File: config.mk
export PLATFORM = sky130hd
export DESIGN_NAME = fetch_stage
export DESIGN_NICKNAME = d
export VERILOG_FILES = /design/src/rtl/tessiax_fetch_pkg.sv /design/src/rtl/if_id_register.sv /design/src/rtl/fetch_stage.sv
export SDC_FILE = /design/constraint.sdc
export NUM_CORES = 1
export LEC_CHECK = 0
export CAP_MARGIN = 30
export CORE_MARGIN = 1
export CORE_UTILIZATION = 44
export DETAILED_ROUTE_END_ITERATION = 10
export PLACE_DENSITY = 0.8
export RECOVER_POWER = 25
export SYNTH_ARGS = -nofsm -noshare
export SYNTH_HDL_FRONTEND = slang
export SYNTH_SLANG_ARGS = --single-unit
File: constraint.sdc
create_clock -name clk -period 2 [get_ports clk]
set_input_delay 0.3 -clock clk [delete_from_list [all_inputs] [get_ports clk]]
set_output_delay 0.3 -clock clk [all_outputs]
set_load 0.005 [all_outputs]
File: src/rtl/tessiax_fetch_pkg.sv
// -----------------------------------------------------------------------------
// tessiax_fetch_pkg
// Shared types and constants for the TessiaX fetch stage.
//   fetch_state_t : fetch controller state encoding (BOOT, FETCH, DRAIN, HOLD)
//   PC_INC        : sequential PC increment (one 32-bit instruction)
//   PC_OFS8       : PC+8 offset presented to decode
//   NOP_INSTR     : instruction word used for IF/ID bubbles
// Optional feature macro used by the stage: TESSIAX_FETCH_PERF_EN
// -----------------------------------------------------------------------------
package tessiax_fetch_pkg;

    typedef enum logic [1:0] {
        BOOT  = 2'd0,
        FETCH = 2'd1,
        DRAIN = 2'd2,
        HOLD  = 2'd3
    } fetch_state_t;

    localparam int unsigned PC_INC    = 4;
    localparam int unsigned PC_OFS8   = 8;
    localparam int unsigned NOP_INSTR = 0;

endpackage

File: src/rtl/if_id_register.sv
// -----------------------------------------------------------------------------
// if_id_register
// IF/ID pipeline register: instruction, instruction address + 8, valid flag.
// Update priority: reset > flush (bubble) > stall (hold) > load.
// Ports:
//   clk, reset              clock, synchronous active-high reset
//   i_flush                 write a bubble (wins over i_stall)
//   i_stall                 hold current contents
//   i_load                  capture i_instr / i_pc_plus8 / i_valid
//   i_instr, i_pc_plus8, i_valid   next IF/ID contents
//   o_instr, o_pc_plus8, o_valid   registered IF/ID contents
// -----------------------------------------------------------------------------
module if_id_register
    import tessiax_fetch_pkg::*;
#(
    parameter int WIDTH   = 32,
    parameter int INSTR_W = 32
) (
    input  logic               clk,
    input  logic               reset,
    input  logic               i_flush,
    input  logic               i_stall,
    input  logic               i_load,
    input  logic [INSTR_W-1:0] i_instr,
    input  logic [WIDTH-1:0]   i_pc_plus8,
    input  logic               i_valid,
    output logic [INSTR_W-1:0] o_instr,
    output logic [WIDTH-1:0]   o_pc_plus8,
    output logic               o_valid
);

    logic [INSTR_W-1:0] r_instr;
    logic [WIDTH-1:0]   r_pc_plus8;
    logic               r_valid;

    always_ff @(posedge clk) begin
        if (reset || i_flush) begin
            r_instr    <= INSTR_W'(NOP_INSTR);
            r_pc_plus8 <= '0;
            r_valid    <= 1'b0;
        end else if (!i_stall && i_load) begin
            r_instr    <= i_instr;
            r_pc_plus8 <= i_pc_plus8;
            r_valid    <= i_valid;
        end
    end

    assign o_instr    = r_instr;
    assign o_pc_plus8 = r_pc_plus8;
    assign o_valid    = r_valid;

endmodule

File: src/rtl/fetch_stage.sv
// -----------------------------------------------------------------------------
// fetch_stage
// TessiaX pipeline fetch stage: PC register, next-PC select (Execute branch
// redirect has priority over Writeback PC write), instruction-memory
// request/ready handshake, one-entry skid buffer and the IF/ID register.
// Optional performance counters are built when TESSIAX_FETCH_PERF_EN is
// defined; otherwise fetch_cnt / wait_cnt are tied to zero.
// Ports:
//   clk, reset                    clock, synchronous active-high reset
//   StallD, FlushD                hazard unit hold / bubble for IF/ID (and PC)
//   BranchTakenE, ALUResultE      Execute redirect and target
//   PCSrcW, ResultW               Writeback redirect and target
//   imem_req, imem_addr           fetch request and address (= PCF)
//   imem_rdata, imem_ready        fetch response; completes on req & ready
//   PCF                           current fetch PC
//   InstructionD, PCPlus8D, ValidD  IF/ID outputs to decode
//   fetch_cnt, wait_cnt           completed fetches / wait cycles (optional)
// -----------------------------------------------------------------------------
module fetch_stage
    import tessiax_fetch_pkg::*;
#(
    parameter int               WIDTH    = 32,
    parameter int               INSTR_W  = 32,
    parameter logic [WIDTH-1:0] RESET_PC = '0
) (
    input  logic               clk,
    input  logic               reset,
    input  logic               StallD,
    input  logic               FlushD,
    input  logic               BranchTakenE,
    input  logic [WIDTH-1:0]   ALUResultE,
    input  logic               PCSrcW,
    input  logic [WIDTH-1:0]   ResultW,
    output logic               imem_req,
    output logic [WIDTH-1:0]   imem_addr,
    input  logic [INSTR_W-1:0] imem_rdata,
    input  logic               imem_ready,
    output logic [WIDTH-1:0]   PCF,
    output logic [INSTR_W-1:0] InstructionD,
    output logic [WIDTH-1:0]   PCPlus8D,
    output logic               ValidD,
    output logic [15:0]        fetch_cnt,
    output logic [15:0]        wait_cnt
);

    fetch_state_t       r_state;
    logic [WIDTH-1:0]   r_pcf;
    logic               r_imem_req;
    logic [WIDTH-1:0]   r_pending;
    logic [INSTR_W-1:0] r_skid_instr;
    logic [WIDTH-1:0]   r_skid_pc8;

    logic               w_redirect;
    logic [WIDTH-1:0]   w_target;
    logic [WIDTH-1:0]   w_pc_plus4;
    logic [WIDTH-1:0]   w_pc_plus8;
    logic               w_fire;

    logic               w_ifid_load;
    logic [INSTR_W-1:0] w_ifid_instr;
    logic [WIDTH-1:0]   w_ifid_pc8;
    logic               w_ifid_valid;

    assign w_redirect = BranchTakenE | PCSrcW;
    assign w_target   = BranchTakenE ? ALUResultE : ResultW;
    // Plain WIDTH-bit adds: the PC wraps silently at 2^WIDTH.
    assign w_pc_plus4 = r_pcf + WIDTH'(PC_INC);
    assign w_pc_plus8 = r_pcf + WIDTH'(PC_OFS8);
    assign w_fire     = r_imem_req & imem_ready;

    // ---------------------------------------------------------------------
    // Fetch controller. imem_req is registered and follows the next state
    // (high in FETCH and DRAIN), so it is stable for the whole cycle.
    // ---------------------------------------------------------------------
    always_ff @(posedge clk) begin
        if (reset) begin
            r_state      <= BOOT;
            r_pcf        <= RESET_PC;
            r_imem_req   <= 1'b0;
            r_pending    <= '0;
            r_skid_instr <= INSTR_W'(NOP_INSTR);
            r_skid_pc8   <= '0;
        end else begin
            case (r_state)
                BOOT: begin
                    r_state    <= FETCH;
                    r_imem_req <= 1'b1;
                end
                FETCH: begin
                    if (imem_ready) begin
                        if (w_redirect) begin
                            r_pcf <= w_target;
                        end else begin
                            r_pcf <= w_pc_plus4;
                            if (StallD) begin
                                // Decode cannot take it: park it in the skid
                                // buffer and stop requesting.
                                r_skid_instr <= imem_rdata;
                                r_skid_pc8   <= w_pc_plus8;
                                r_state      <= HOLD;
                                r_imem_req   <= 1'b0;
                            end
                        end
                    end else if (w_redirect) begin
                        // The request at the old PC must still complete
                        // before the address may change.
                        r_pending <= w_target;
                        r_state   <= DRAIN;
                    end
                end
                DRAIN: begin
                    if (imem_ready) begin
                        r_pcf   <= w_redirect ? w_target : r_pending;
                        r_state <= FETCH;
                    end else if (w_redirect) begin
                        r_pending <= w_target;
                    end
                end
                HOLD: begin
                    if (w_redirect) begin
                        r_skid_instr <= INSTR_W'(NOP_INSTR);
                        r_skid_pc8   <= '0;
                        r_pcf        <= w_target;
                        r_state      <= FETCH;
                        r_imem_req   <= 1'b1;
                    end else if (!StallD) begin
                        r_skid_instr <= INSTR_W'(NOP_INSTR);
                        r_skid_pc8   <= '0;
                        r_state      <= FETCH;
                        r_imem_req   <= 1'b1;
                    end
                end
                default: begin
                    r_state    <= BOOT;
                    r_imem_req <= 1'b0;
                end
            endcase
        end
    end

    // ---------------------------------------------------------------------
    // IF/ID load selection. Whenever decode is not stalled and no real
    // instruction is available, a bubble is written so stale contents are
    // never decoded twice. A redirect out of HOLD leaves IF/ID untouched.
    // ---------------------------------------------------------------------
    always_comb begin
        w_ifid_load  = 1'b0;
        w_ifid_instr = INSTR_W'(NOP_INSTR);
        w_ifid_pc8   = '0;
        w_ifid_valid = 1'b0;
        case (r_state)
            FETCH: begin
                if (!StallD) begin
                    w_ifid_load = 1'b1;
                    if (imem_ready && !w_redirect) begin
                        w_ifid_instr = imem_rdata;
                        w_ifid_pc8   = w_pc_plus8;
                        w_ifid_valid = 1'b1;
                    end
                end
            end
            HOLD: begin
                if (!w_redirect && !StallD) begin
                    w_ifid_load  = 1'b1;
                    w_ifid_instr = r_skid_instr;
                    w_ifid_pc8   = r_skid_pc8;
                    w_ifid_valid = 1'b1;
                end
            end
            default: begin
                // BOOT and DRAIN: bubble when decode advances.
                w_ifid_load = !StallD;
            end
        endcase
    end

    if_id_register #(
        .WIDTH   (WIDTH),
        .INSTR_W (INSTR_W)
    ) u_if_id (
        .clk        (clk),
        .reset      (reset),
        .i_flush    (FlushD),
        .i_stall    (StallD),
        .i_load     (w_ifid_load),
        .i_instr    (w_ifid_instr),
        .i_pc_plus8 (w_ifid_pc8),
        .i_valid    (w_ifid_valid),
        .o_instr    (InstructionD),
        .o_pc_plus8 (PCPlus8D),
        .o_valid    (ValidD)
    );

    assign imem_req  = r_imem_req;
    assign imem_addr = r_pcf;
    assign PCF       = r_pcf;

`ifdef TESSIAX_FETCH_PERF_EN
    logic [15:0] r_fetch_cnt;
    logic [15:0] r_wait_cnt;

    // Saturating counters; discarded responses still count as fetches.
    always_ff @(posedge clk) begin
        if (reset) begin
            r_fetch_cnt <= '0;
            r_wait_cnt  <= '0;
        end else begin
            if (w_fire && (r_fetch_cnt != 16'hFFFF)) begin
                r_fetch_cnt <= r_fetch_cnt + 16'd1;
            end
            if (r_imem_req && !imem_ready && (r_wait_cnt != 16'hFFFF)) begin
                r_wait_cnt <= r_wait_cnt + 16'd1;
            end
        end
    end

    assign fetch_cnt = r_fetch_cnt;
    assign wait_cnt  = r_wait_cnt;
`else
    assign fetch_cnt = 16'd0;
    assign wait_cnt  = 16'd0;
`endif

endmodule

==> results of run 1 <==
worst min path at each step:
stage / startpoint / end / slack [ps] / cells after the start
final: reset / PCF[18] / 240 / 4
after CTS: reset / PCF[18] / 220 / 4
after floorplan: r_skid_pc8[17] / r_skid_pc8[17] / 430 / 2
after global routing: reset / PCF[18] / 250 / 4
after detailed placement: r_skid_pc8[18] / r_skid_pc8[18] / 440 / 2
after global placement: r_skid_pc8[25] / r_skid_pc8[25] / 430 / 2
power by group through the flow:
stage                     Clock, W  Sequential, W  Combinational, W
after global placement           0        0.00441           0.00251
after global routing       0.00372        0.00437           0.00283
after detailed placement         0        0.00442           0.00256
final                      0.00353        0.00434           0.00262
after CTS                  0.00357        0.00433           0.00259
after floorplan                  0        0.00439           0.00142
flip-flops by register name, summed over array words and instances (netlist names), 2 cells and up:
signal,cells
u_if_id.o_pc_plus8,32
r_pending,32
r_state,2
r_skid_pc8,32
r_skid_instr,32
PCF,32
u_if_id.o_instr,32
cell type report:
cell class                      instances  area (um^2)  share of cell area
Inverter                               14         52.6             0.00394
Sequential cell                       196         3940               0.295
Timing Repair Buffer                  344         3300               0.247
Clock inverter                         15          198              0.0148
Multi-Input combinational cell        791         5070               0.380
Tap cell                              280          350              0.0263
Clock buffer                           17          425              0.0319
placed cells by master (no fill, tap or decap), types with 34 or more instances in the layout:
| cell | synthesis | final |
|---|---|---|
| dlygate4sd3_1 | 0 | 71 |
| nor2_1 | 154 | 153 |
| a21oi_1 | 58 | 58 |
| o21ai_0 | 58 | 57 |
| a222oi_1 | 49 | 49 |
| dfxtp_1 | 196 | 190 |
| nand2_1 | 54 | 54 |
| clkdlybuf4s50_1 | 0 | 159 |
| a211oi_1 | 35 | 35 |
| buf_4 | 65 | 94 |
| a22oi_1 | 68 | 68 |
| mux2i_1 | 35 | 34 |
worst max-delay path: stages, from the launching register on:
cell             delay [ps]
dfxtp_1                 330
clkbuf_1                310
clkdlybuf4s50_1         610
layer usage:
metal | share of wire | global-route usage | up-vias | wire, um
met5 | 0 | 0 | - | 0
met1 | 0.43 | 0.336 | 4615 | 12600
met3 | 0.075 | 0.0394 | 58 | 2180
li1 | - | - | 4569 | -
met2 | 0.47 | 0.406 | 488 | 13700
met4 | 0.023 | 0.103 | 0 | 681
kinds of logic (layout without fill, tap and decap cells):
kind of cell    after synthesis  in the layout  share of synthesized area
compound gates              339            339                      0.248
xor+xnor                     39             39                     0.0351
fa+ha+maj                     6              6                    0.00771
buf+inv                     189            390                      0.102
flops                       196            196                      0.403
mux                          37             37                     0.0383
other cells                   1             32                   0.000385
simple gates                338            338                      0.165
per-stage QoR:
step           setup WS, ps  std cells   util  TNS, ps  hold slack (ps)
2_1_floorplan          2.16       1176      -        0              425
3_3_place_gp           -103       1623  0.579    -4700              435
3_5_place_dp           -240       1623  0.579   -14870              442
4_1_cts                18.1       1655  0.609        0              222
5_1_grt               -44.0       1657  0.613     -108              252
6_report               11.9       1657  0.613        0              240
timing repair:
action                     in CTS  in global routing
pin swaps                       0                  4
setup endpoints to repair      14                 87
setup buffers                   0                  2
gates resized for setup         9                 18
==> impl_metrics.ini, run 1 <==
[status]
outcome = finished, final reports clean

[routing]
initialDrtViolationCount = 1205
antenna_left = 0
drt-total-wl_um = 29200
wire_per_inst_um = 17.6
vias_per_cell = 5.87
firstDrtPassIters = 9
drc = 0
vias = 9730

[floorplanning]
fp-row-count = 54
fp.dieW_um = 151
start_util = 0.447
coreArea_um2 = 21800
io_pins = 265
dieArea_um2 = 22700
die_h_um = 151

[global_routing]
grt_max_degree = 97
grt_pass1_vias = 8898
antenna_found_initial = 0
grt_pass1_wl_um = 45300
grt_usage = 0.252
grt-ovfl-total = 0

[layout]
fin_nets = 1473
syn_to_final_growth_pct = 37.0
fin_area_um2 = 13300
n_antenna_cell = 0
drive_gt1_frac = 0.138
fillCellCount = 1843

[synthesis]
synth_edf_count = 0
synth_top_area_frac = 0.403
synthTopCellsByCount = dfxtp_1, nor2_1, clkbuf_1
syn_avg_cell_area_um2 = 8.50
ys_top_cells_by_area = dfxtp_1, nor2_1, a22oi_1
seq_area_frac_synth = 0.403
syn_area_um2 = 9730
syn_inst = 1145
ys_async_sr_fraction = 0
synth_flop_cell = dfxtp_1
synth.most_common_cell = dfxtp_1
yosysTopAreaCell = dfxtp_1
synth_warnings = 0
netlist-cell-type-count = 65
ys_ff_latch = 196

[cts]
htreeDepth = 4
cts_buffers = 17
cts_tree = built
clkSinkCount = 196
cts_buffer_depth = 2
cts_hold_buffers = 0
insertion_delay_ps = 450
cts.clk_slew.worst_paths_ps = 80
root_buffer = clkbuf_16

[critical_path]
crit_start = PCF[28]
worst_ep_arrival_time_ps = 1690
critPathCaptureType = primary output
reg2reg_slack_ps = 40
required_ps = 1700
timing.rr.start = PCF[4]
reg2reg_to = PCF[17]
critPathLaunchType = flop
endpoint = imem_addr[28]
r2r_cells = 6
crit_path_max_fanout = 6
worstSetupPathType = reg -> out

[pwr]
power_density_nw_per_um2 = 787
peakVddDrop_v = 0.000512
clkPwrFrac = 0.337
p_comb_frac = 0.250
leakage_nw = 5.00
seqPwrFrac = 0.413
swShare = 0.317
power.total_w = 0.0105
internal_power_w = 0.00716
switching_power_w = 0.00333

[sta]
max_slew_margin = 0.632
tightest_slew_ps = 551
period_needed_ps = 1990
final-max-slew-violation-count = 0
max_freq_mhz = 503
timing.final.crit_share = 0.994
setup_violations = 0
hold_viol = 0
finClkSkew_ps = 9.51
rsz0062_at_grt = true

[flow_run]
maxCapViolations = 0

[placement]
gp_congestion = 0.869
hpwl_um = 20800
numPortBuffers = 232
place_area_um2 = 12600

[worst_hold_path]
hold_class = in -> reg
Note: power is estimated with default switching activity, not from simulation.
==> run 2, diff against run 1 <==
- CORE_UTILIZATION: 44 -> 45
- SYNTH_HIERARCHICAL: default -> 1
==> run 2 against run 1 <==
  * Via count increased by 12%
  * Critical path type is now reg -> reg
  * Register-to-register slack got worse by 30 ps
  * Core utilization up 5.6 points
  * Clock skew down 1.9 ps
  * Worst setup slack got worse by 6.6 ps
  * First-iteration DRC count fell by 5.2%
  * Non-clock buffer count is 65 higher
  * Sequential cell count unchanged
  * Synthesized cell count increased by 11%
  * Clock power shrank 2%
  * Critical endpoint is now u_if_id/o_pc_plus8[22]
==> impl_metrics.ini, run 2 <==
[status]
outcome = finished, final reports clean

[layout]
layout.area.seq_um2 = 3960
post-route-util = 0.669
final_common_cell = nand2_1
drive_gt1_frac = 0.200
n_antenna_cell = 0
multi_input_area_um2 = 5790
fillCellCount = 1708
syn_to_final_growth_pct = 43.6
fin_area_um2 = 14800
final_cell_mix = nand2_1, dfxtp_1, clkdlybuf4s50_1, buf_4, nor2_1
fin_nets = 1663

[cts]
cts_tree = built
cts_buffer_depth = 2
cts.clk_slew.worst_paths_ps = 80
cts_hold_buffers = 0
insertion_delay_ps = 440
root_buffer = clkbuf_16
cts_buffers = 17
clkSinkCount = 196
htreeDepth = 4

[synthesis]
synth_top_area_frac = 0.381
synth_edf_count = 0
netlist-cell-type-count = 76
ys_top_cells_by_area = dfxtp_1, nand2_1, buf_4
synthTopCellsByCount = dfxtp_1, nand2_1, nor2_1
seq_area_frac_synth = 0.381
syn_avg_cell_area_um2 = 8.12
syn_area_um2 = 10300
ys_ff_latch = 196
synth_flop_cell = dfxtp_1
syn_inst = 1267
ys_async_sr_fraction = 0
yosysTopAreaCell = dfxtp_1
synth_warnings = 6

[global_routing]
met3_usage = 0.0445
grt_pass1_wl_um = 52600
busiest_layer = met2
grt-ovfl-total = 0
grt_max_degree = 66
grt_use_met1 = 0.375
gr-usage-met2 = 0.440
grt_usage = 0.279
grt_pass1_vias = 9780
antenna_found_initial = 0

[placement]
gp_congestion = 0.914
numPortBuffers = 232
place_area_um2 = 13400
hpwl_um = 23500

[pwr]
swShare = 0.313
clkPwrFrac = 0.319
p_comb_frac = 0.275
leakage_nw = 5.65
seqPwrFrac = 0.406
power_density_nw_per_um2 = 733
switching_power_w = 0.00339
peakVddDrop_v = 0.000671
internal_power_w = 0.00744

[critical_path]
critPathSlowestCell = or3b_4
crit_buf_inv = 4
critPathLaunchType = flop
worstSetupPathType = reg -> reg
cp_top_family = simple AND/OR/NAND/NOR gates
required_ps = 2360
cp_cell_sequence = ha_4 -> or3b_4 -> buf_6 -> nor2_4 -> buf_6 -> buf_12 -> buf_16 -> nand2_1 -> o21ai_1 -> nand2_1 -> a21oi_2
worst_ep_arrival_time_ps = 2360
cpPeakStageDelay_ps = 400
crit_path_max_fanout = 10
critPathCaptureType = flop

[routing]
initialDrtViolationCount = 1142
drc = 0
vias_per_cell = 5.89
drt-total-wl_um = 36000
firstDrtPassIters = 7
antenna_left = 0
vias = 10900
wire_per_inst_um = 19.5

[sta]
finClkSkew_ps = 7.65
hold_viol = 0
setup_violations = 0
rsz0062_at_grt = true
max_slew_margin = 0.614
max_freq_mhz = 501
hold_ws_ps = 155
timing.final.crit_share = 0.997
final-max-slew-violation-count = 0
tightest_slew_ps = 579
period_needed_ps = 1990

[floorplanning]
start_util = 0.466
dieArea_um2 = 23500
fp-row-count = 54
coreArea_um2 = 22100
io_pins = 265
fp.dieW_um = 153
die_h_um = 153

[flow_run]
maxCapViolations = 0

[worst_hold_path]
hold_class = in -> reg
## run 2: cell count changes in the layout (fill, tap and decap cells not counted), moves of 30 or more
cell / before / now
a22o_1: 1 / 42
a21oi_1: 58 / 88
a222oi_1: 49 / 4
buf_4: 94 / 140
nand2_1: 54 / 194
nor2_1: 153 / 115
## run 2: worst paths after layout
kind	from	end	slack, ps	cells after the start
worst min register to register	u_if_id/o_pc_plus8[10]	u_if_id/o_pc_plus8[10]	450	2
worst max-delay path	r_state[1]	u_if_id/o_pc_plus8[22]	5	11
worst min-delay path	reset	r_pending[1]	150	2
worst max register to register	r_state[1]	u_if_id/o_pc_plus8[22]	5	11
## run 2: stage by stage
stage          TNS, ps  worst slack, ps  power [W]  instances
2_1_floorplan        0          0.00666    0.00583       1298
3_3_place_gp    -26610             -294    0.00713       1791
3_5_place_dp    -29460             -330    0.00718       1791
4_1_cts          -7.91            -7.64     0.0106       1829
5_1_grt           -814             -102     0.0112       1846
6_report             0             5.35     0.0108       1846
## run 2: cells by family (layout without fill, tap and decap cells)
family,count (synthesis),count (layout),synth area share
buf+inv,182,450,0.0988
mux,49,49,0.0487
fa+ha+maj,6,6,0.00729
xor+xnor,40,40,0.0340
compound gates,367,367,0.241
other cells,1,32,0.000364
flops,196,196,0.381
simple gates,426,426,0.189
## run 2: timing repair
action / 4_1_cts / 5_1_grt
endpoints found under the setup margin: 136 / 90
cloned: 2 / 10
buffers inserted: 5 / 9
pin swaps: 5 / 35
resized for setup: 26 / 80
## run 2: layout make-up
type / count / area share
multi-input cells: 920 / 0.392
repair buffers: 409 / 0.275
flip-flops and latches: 196 / 0.268
clock buffers: 19 / 0.0300
well taps: 280 / 0.0237
clock inverters: 12 / 0.00923
inverters: 10 / 0.00254
## run 2: worst reg2reg max path, cell delays in order, from the launching register on
cell,delay [ps]
dfxtp_4,380
ha_4,170
or3b_4,400
buf_6,140
nor2_4,120
buf_6,120
buf_12,120
buf_16,130
nand2_1,50
o21ai_1,60
nand2_1,80
a21oi_2,140
## run 2: power groups by stage
| stage | logic [W] | clock network (W) | registers (W) |
|---|---|---|---|
| floorplan | 0.00143 | 0 | 0.00440 |
| global placement | 0.00271 | 0 | 0.00442 |
| detailed placement | 0.00275 | 0 | 0.00443 |
| CTS | 0.00280 | 0.00347 | 0.00435 |
| global route | 0.00314 | 0.00367 | 0.00442 |
| finish | 0.00298 | 0.00346 | 0.00439 |
## run 2: layer usage
layer | vias to the layer above | part of all wire | wire [um]
li1 | 4974 | - | -
met1 | 5160 | 0.41 | 14800
met2 | 632 | 0.47 | 16900
met3 | 108 | 0.085 | 3040
met4 | 0 | 0.036 | 1290
met5 | - | 0 | 0
==> run 3, diff against run 2 <==
- ABC_AREA: default -> 1
- CORE_UTILIZATION: 45 -> 51
- PLACE_DENSITY: 0.8 -> 0.84
- SLEW_MARGIN: default -> 15
- clock period: 2 -> 1.9 ns (I/O delays scaled with it)
==> run 3 against run 2 <==
  * Wire length rose by 8.0%
  * Global-route usage rose by 2.9 points
  * Critical endpoint is now u_if_id/o_pc_plus8[30]
  * Die area fell by 0.25%
  * Largest power group is now combinational cells
==> impl_metrics.ini, run 3 <==
[status]
outcome = finished, final reports clean

[floorplanning]
io_pins = 265
die_h_um = 153
fp.dieW_um = 153
coreArea_um2 = 22100
fp-row-count = 54
start_util = 0.527
dieArea_um2 = 23400

[pwr]
leakage_nw = 7.03
p_comb_frac = 0.370
clkPwrFrac = 0.273
seqPwrFrac = 0.357
peakVddDrop_v = 0.000576
swShare = 0.364
internal_power_w = 0.00887
power.total_w = 0.0140
power_density_nw_per_um2 = 867
switching_power_w = 0.00508

[routing]
initialDrtViolationCount = 1221
vias = 13100
wire_per_inst_um = 16.2
vias_per_cell = 5.46
firstDrtPassIters = 7
drc = 0
antenna_left = 0
drt-total-wl_um = 38900

[global_routing]
grt-ovfl-total = 0
gr-usage-met2 = 0.509
grt_pass1_wl_um = 58900
busiest_layer = met2
grt_max_degree = 66
grt_usage = 0.308
grt_pass1_vias = 11900
antenna_found_initial = 0
grt_use_met1 = 0.408
met3_usage = 0.0366

[sta]
rsz0062_at_grt = true
final-max-slew-violation-count = 0
setup_violations = 0
period_needed_ps = 1870
hold_viol = 0
finClkSkew_ps = 16.1
max_freq_mhz = 534
timing.final.crit_share = 0.985
max_slew_margin = 0.570
tightest_slew_ps = 644

[layout]
final-instance-count-excl-fill = 2401
final_cell_mix = nand2_1, inv_1, dfxtp_1, clkdlybuf4s50_1, nor2_1
final_common_cell = nand2_1
drive_gt1_frac = 0.149
n_antenna_cell = 0
fin_nets = 2217
syn_to_final_growth_pct = 38.4

[critical_path]
critPathSlowestCell = dfxtp_2
crit_path_max_fanout = 10
critPathCaptureType = flop
cpPeakStageDelay_ps = 330
crit_buf_inv = 5
required_ps = 2290
worstSetupPathType = reg -> reg
cp_cell_sequence = buf_4 -> ha_1 -> buf_4 -> a31oi_4 -> inv_2 -> nor2_4 -> buf_6 -> buf_12 -> nor2_1 -> nor2_1
cp_top_family = buffers and inverters
worst_ep_arrival_time_ps = 2260
critPathLaunchType = flop

[placement]
dp.cells = 2347
numPortBuffers = 232
gp_congestion = 0.927
hpwl_um = 25700

[cts]
root_buffer = clkbuf_16
cts_buffer_depth = 2
cts.clk_slew.worst_paths_ps = 90
cts_buffers = 17
htreeDepth = 4
clkSinkCount = 196
cts_hold_buffers = 0
insertion_delay_ps = 460
cts_tree = built

[synthesis]
yosysTopAreaCell = dfxtp_1
syn_area_um2 = 11600
synth_warnings = 6
synth_edf_count = 0
netlist-cell-type-count = 43
synth_top_area_frac = 0.337
ys_async_sr_fraction = 0
synth_flop_cell = dfxtp_1
ys_top_cells_by_area = dfxtp_1, nand2_1, a21oi_1
ys_ff_latch = 196
seq_area_frac_synth = 0.337
syn_inst = 1826
synth.most_common_cell = nand2_1
syn_avg_cell_area_um2 = 6.37
synthTopCellsByCount = nand2_1, dfxtp_1, nor2_1

[worst_hold_path]
hold_class = in -> reg

[flow_run]
maxCapViolations = 0
-- run 3: cell types whose count changed in the layout (fill, tap and decap cells not counted), moves of 25 or more --
cell	previous run	this run
nand3_1	17	119
mux2i_1	40	0
a22oi_1	47	7
o21ai_0	48	108
inv_1	9	179
a32o_1	1	44
nand2_1	194	548
a21oi_1	88	146
a211oi_1	26	1
nor2_1	115	165
a22o_1	42	0
-- run 3: tightest hold or removal path, cell delays in order --
cell,delay [ps]
buf_2,140
buf_4,230
a21oi_1,140
-- run 3: final cells by class --
class                      count  area (um^2)
clock buffer                  17          425
clock inverter                15          190
fill                        1663         5990
inverter                     189          717
multi-input combinational   1293         6330
sequential                   196         3960
tap                          280          350
timing repair buffer         411         4140
-- run 3: final timing paths --
kind / from / end / slack, ps / cells after the start
setup / recovery: r_state[1] / u_if_id/o_pc_plus8[30] / 30 / 10
hold / removal: reset / r_skid_pc8[1] / 390 / 3
setup reg to reg: r_state[1] / u_if_id/o_pc_plus8[30] / 30 / 10
hold reg to reg: r_skid_pc8[21] / r_skid_pc8[21] / 470 / 2
-- run 3: logic make-up after synthesis --
logic type | Yosys count | synth area share
AND/OR/NAND/NOR | 896 | 0.314
other | 1 | 0.000322
adder cells (fa/ha/maj) | 6 | 0.00645
XOR/XNOR | 32 | 0.0241
AO/OA/AOI/OAI | 327 | 0.164
buffers and inverters | 368 | 0.154
flip-flops | 196 | 0.337
-- run 3: through the flow --
step           TNS (ps)  utilization  setup WS, ps  hold WS, ps  instance area (um^2)
2_1_floorplan         0            -          56.5          428                 11800
3_3_place_gp     -13350        0.671          -156          449                 14800
3_5_place_dp     -22920        0.671          -221          455                 14800
4_1_cts               0        0.704          3.97          375                 15600
5_1_grt            -797        0.729         -76.8          406                 16100
6_report              0        0.729          27.7          390                 16100
-- run 3: power by group through the flow --
stage / registers, W / clock network (W) / logic (W)
floorplan: 0.00506 / 0 / 0.00253
CTS: 0.00494 / 0.00380 / 0.00476
detailed placement: 0.00502 / 0 / 0.00463
global route: 0.00503 / 0.00398 / 0.00556
finish: 0.00499 / 0.00381 / 0.00516
global placement: 0.00501 / 0 / 0.00453
-- run 3: repair_timing --
item,4_1_cts,5_1_grt
buffers inserted,2,11
pin swaps,0,19
endpoints found under the setup margin,34,157
cloned,1,8
resized for setup,16,81
-- run 3: metal layers --
layer	wire length (um)	up-vias
met5	0	-
met4	1110	0
met3	3550	82
met2	18500	748
met1	15700	5990
li1	-	6278
